<file path="src/rtl/pipe_sel_reg_pkg.sv">
// Shared constants for the P6 stage-boundary select registers.
// Combinational helpers only; no state, no flow control.
package pipe_sel_reg_pkg;

  localparam int PIPE_DW       = 32;
  localparam int PIPE_STALL_CW = 16;

  // Forwarding source indices used on the D/E and E/M select inputs
  localparam int FWD_RF  = 0;
  localparam int FWD_EM  = 1;
  localparam int FWD_MW  = 2;
  localparam int FWD_PC8 = 3;

  typedef enum logic [1:0] {
    UPD_NORMAL = 2'd0,
    UPD_STALL  = 2'd1,
    UPD_FLUSH  = 2'd2
  } upd_t;

  // Flush outranks stall; reset is handled separately and outranks both.
  function automatic upd_t upd_decode(input logic stall, input logic flush);
    if (flush)
      return UPD_FLUSH;
    else if (stall)
      return UPD_STALL;
    else
      return UPD_NORMAL;
  endfunction

endpackage

</file>
<file path="src/rtl/nsrc_mux.sv">
// N:1 combinational select, zero when sel is out of range.
// Latency 0; no flow control.
module nsrc_mux #(
  parameter int WIDTH = 32,
  parameter int NSRC  = 4,
  parameter int SELW  = 2
) (
  input  logic [NSRC*WIDTH-1:0] din,
  input  logic [SELW-1:0]       sel,
  output logic [WIDTH-1:0]      dout
);

  always_comb begin
    dout = '0;
    for (int k = 0; k < NSRC; k++) begin
      if (sel == SELW'(k))
        dout = din[k*WIDTH +: WIDTH];
    end
  end

endmodule

</file>
<file path="src/rtl/pipe_sel_reg.sv">
// N:1 select into a pipeline register with stall/flush/valid, 1-cycle latency.
// Stall holds all state, flush inserts a bubble; optional stall_cnt via PIPE_SEL_STALL_CNT_EN.
module pipe_sel_reg
  import pipe_sel_reg_pkg::*;
#(
  parameter int WIDTH        = PIPE_DW,
  parameter int NSRC         = 4,
  parameter int SELW         = 2,
  parameter bit HOLD_INVALID = 1'b0
) (
  input  logic                     clk,
  input  logic                     reset,
  input  logic [NSRC*WIDTH-1:0]    din,
  input  logic [SELW-1:0]          sel,
  input  logic                     in_valid,
  input  logic                     stall,
  input  logic                     flush,
  output logic [WIDTH-1:0]         dout,
  output logic                     out_valid,
`ifdef PIPE_SEL_STALL_CNT_EN
  output logic [PIPE_STALL_CW-1:0] stall_cnt,
`endif
  output logic                     sel_err
);

  logic [WIDTH-1:0] sel_data;
  logic             sel_oor;
  upd_t             upd;

  nsrc_mux #(
    .WIDTH (WIDTH),
    .NSRC  (NSRC),
    .SELW  (SELW)
  ) u_mux (
    .din  (din),
    .sel  (sel),
    .dout (sel_data)
  );

  assign sel_oor = ({1'b0, sel} >= (SELW+1)'(NSRC));
  assign upd     = upd_decode(stall, flush);

  always_ff @(posedge clk) begin
    if (reset) begin
      dout      <= '0;
      out_valid <= 1'b0;
      sel_err   <= 1'b0;
    end else begin
      case (upd)
        UPD_FLUSH: begin
          dout      <= '0;
          out_valid <= 1'b0;
        end
        UPD_NORMAL: begin
          out_valid <= in_valid;
          if (in_valid) begin
            dout <= sel_data;
            if (sel_oor)
              sel_err <= 1'b1;
          end else if (!HOLD_INVALID) begin
            dout <= '0;
          end
        end
        default: ;
      endcase
    end
  end

`ifdef PIPE_SEL_STALL_CNT_EN
  // Saturating: a stuck stall must read as "at least 65535", never wrap to small.
  always_ff @(posedge clk) begin
    if (reset)
      stall_cnt <= '0;
    else if (upd == UPD_STALL && stall_cnt != {PIPE_STALL_CW{1'b1}})
      stall_cnt <= stall_cnt + 1'b1;
  end
`endif

endmodule
</file>
<file path="config.mk">
export PLATFORM = sky130hd
export DESIGN_NAME = pipe_sel_reg
export DESIGN_NICKNAME = d
export VERILOG_FILES = /design/src/rtl/pipe_sel_reg_pkg.sv /design/src/rtl/nsrc_mux.sv /design/src/rtl/pipe_sel_reg.sv
export SDC_FILE = /design/constraint.sdc
export NUM_CORES = 1
export LEC_CHECK = 0
export BUFFER_PORTS_ARGS = -buffer_cell sky130_fd_sc_hd__buf_2
export CAP_MARGIN = 30
export CORE_UTILIZATION = 37
export DETAILED_ROUTE_END_ITERATION = 16
export PLACE_DENSITY = 0.81
export SYNTH_ARGS = -nofsm -noshare
export SYNTH_HDL_FRONTEND = slang
export SYNTH_SLANG_ARGS = --single-unit
</file>
<file path="constraint.sdc">
create_clock -name clk -period 1.85 [get_ports clk]
set_input_delay 0.37 -clock clk [delete_from_list [all_inputs] [get_ports clk]]
set_output_delay 0.37 -clock clk [all_outputs]
set_load 0.01 [all_outputs]
</file>
==> impl_metrics.tcl <==
set metrics [dict create \
    status "finished clean" \
    multi_input_area_sq_mm 0.001070 \
    synth_area_sq_mm 0.001809 \
    cts-htree-levels 2 \
    layout-drive-gt1-share 0.7527 \
    finalCritPeriodShare 0.7155 \
    fmax_ghz 0.7555 \
    clock-root-buffer "clkbuf_8" \
    cp_slowest_cell "mux4_1" \
    placed_cells_incl_taps 342 \
    viasPerCell 5.209 \
    cp.required_ns 2.03 \
    cts_tree "yes" \
    drc 0 \
    worstPathArrival_ns 1.50 \
    grt_max_degree 33 \
    dpl_cell_area_sq_mm 0.002733 \
    cts_made_buffers 5 \
    ff_latch_area_sq_um 660.6 \
    die_w_um 71.93 \
    finalCriticalPeriod_ns 1.324 \
    cp_cell_sequence "buf_2, buf_12, mux4_1, a22o_1" \
    holdPathStages 2 \
    grt_usage 0.1935 \
    hp-start "reset" \
    drv_cap 0 \
    design_area_sq_mm 0.002834 \
    ys_seq_elements 33 \
    dpl.hpwl_um 4212 \
    ant_nets 0 \
    gp_congestion 0.7217 \
    final-max-slew-violation-count 0 \
    post_cts_buffers 0 \
    numPortBuffers 167 \
    avgRoutedWirePerCell_um 14.97 \
    via_count 1823 \
    yosysUniqueCellTypes 14 \
    drtIter0Drc 100 \
    rr_endpoint "out_valid" \
    hold_path.class "input pin to register" \
    num_io_pins 169 \
    setup_tns_ns 0 \
    clock_latency_ns 0.28 \
    rsz0062_at_grt "no" \
    dp_slack_ns 0.2226 \
    die_h_um 71.93 \
    rrSetupSlack_ns 1.20 \
    cts_hold_buf 0 \
    path_class "input pin to register" \
    synth_area_per_cell_sq_um 15.60 \
    yosysSeqAreaShare 0.3651 \
    setup_ws_ns 0.5264 \
    nNetsFinal 417 \
    holdPathEnd "out_valid" \
    critPathMaxFanout 17 \
    start_kind "input pin" \
    row_count 25 \
    cts_max_path_buffers 2 \
    synth_cells 116 \
    antenna_found_initial 0 \
    coreArea_sq_mm 0.004723 \
    drt_wl_total_um 5241 \
    slowest_delay_ns 0.56 \
    synth_warnings 0 \
    irDropWorstVdd_mv 0.2501 \
    setup_viol 0 \
    critPathCaptureType "register" \
    final_cells 350 \
    grt_pass1_vias 1729 \
    clk_pin_slew_ns 0.07 \
    syn2layout_area_growth_pct 56.64 \
    ff2ff_path_depth 2 \
    grt_pass1_wl_um 7555 \
    hold_viol 0 \
    finalClockSkew_ns 0 \
    fill_cells 390 \
    cts.sinks 33 \
    drt-pass1-iter-count 4 \
    hold_slack_ns 0.3528 \
    start_util 0.3830 \
    die_area_sq_mm 0.005173 \
    post_cts_resize_count 0 \
    pwr_density_cell_mw_per_mm2 603.7 \
    r2r_start "out_valid" \
    grt_overflow_total 0 \
    antenna_cells 0 \
    p_leak_nw 1.413 \
    syn_nets 251 \
]
## where the power goes
| part | internal, mW | switching, mW | total [mW] | leakage, nW |
|---|---|---|---|---|
| clock network | 0.336 | 0.257 | 0.593 | 0.0542 |
| registers | 0.728 | 0.00849 | 0.737 | 0.267 |
| logic | 0.249 | 0.132 | 0.381 | 1.09 |
## cell type report
type / instances / area share
timing repair buffer: 173 / 0.3241
sequential: 33 / 0.2331
multi-input combinational: 69 / 0.3775
clock inverter: 1 / 0.001766
tap: 67 / 0.02958
clock buffer: 7 / 0.03400
## Yosys cell counts
library cell	n	area [sq um]
buf_1	1	3.750
dfxtp_1	33	660.6
nor3b_2	1	12.51
clkbuf_1	2	7.510
a22o_1	32	280.3
buf_6	4	45.04
nor4b_2	1	15.01
mux2i_1	1	10.01
conb_1	1	3.750
buf_4	1	7.510
buf_2	6	30.03
mux4_1	2	52.55
mux4_2	30	675.7
nor3_1	1	5.000
## through the flow
stage | power, mW | utilization
2_1_floorplan | 0.9517 | -
3_3_place_gp | 1.126 | 0.5785
4_1_cts | 1.730 | 0.6000
3_5_place_dp | 1.139 | 0.5785
6_report | 1.711 | 0.6000
5_1_grt | 1.804 | 0.6000
## worst max path at each step
stage / startpoint / end / slack (ns) / cells after the start
after global routing: sel[0] / dout[15] / 0.50 / 4
after detailed placement: sel[0] / dout[15] / 0.22 / 4
after CTS: sel[0] / dout[15] / 0.53 / 4
after floorplan: sel[0] / dout[0] / 0.43 / 4
final: sel[0] / dout[15] / 0.53 / 4
after global placement: sel[0] / dout[15] / 0.24 / 4
## cell usage in the layout (no fill, tap or decap)
master    synthesis  routed
a22o_1           32      32
buf_12            0       3
buf_2             6     167
buf_4             1       3
clkbuf_8          0       7
clkinv_2          0       1
conb_1            1       1
dfxtp_1          33      33
mux2i_1           1       1
mux4_1            2       2
mux4_2           30      30
nor3_1            1       1
nor3b_4           0       1
nor4b_4           0       1
## flip-flops by register name, indices dropped and copies added (netlist names)
register,cells
dout,32
out_valid,1
## routing by layer
metal	up-vias	track usage	wire [um]
met5	-	0	0
met4	0	0.06318	53
met3	5	0.07083	438
met2	99	0.3648	2862
met1	880	0.1969	1887
li1	839	-	-
## logic make-up after synthesis
kind of cell | synth area share
compound gates | 0.1549
buf+inv | 0.05187
flops | 0.3651
mux | 0.4080
other cells | 0.002073
simple gates | 0.01797
## critical path, delay by kind of cell
| kind | cells | cell delay (ns) |
|---|---|---|
| AOI/OAI and AO/OA | 1 | 0.24 |
| muxes | 1 | 0.56 |
| buffers and inverters | 2 | 0.33 |
No activity file was read; power rests on OpenSTA's default activity.
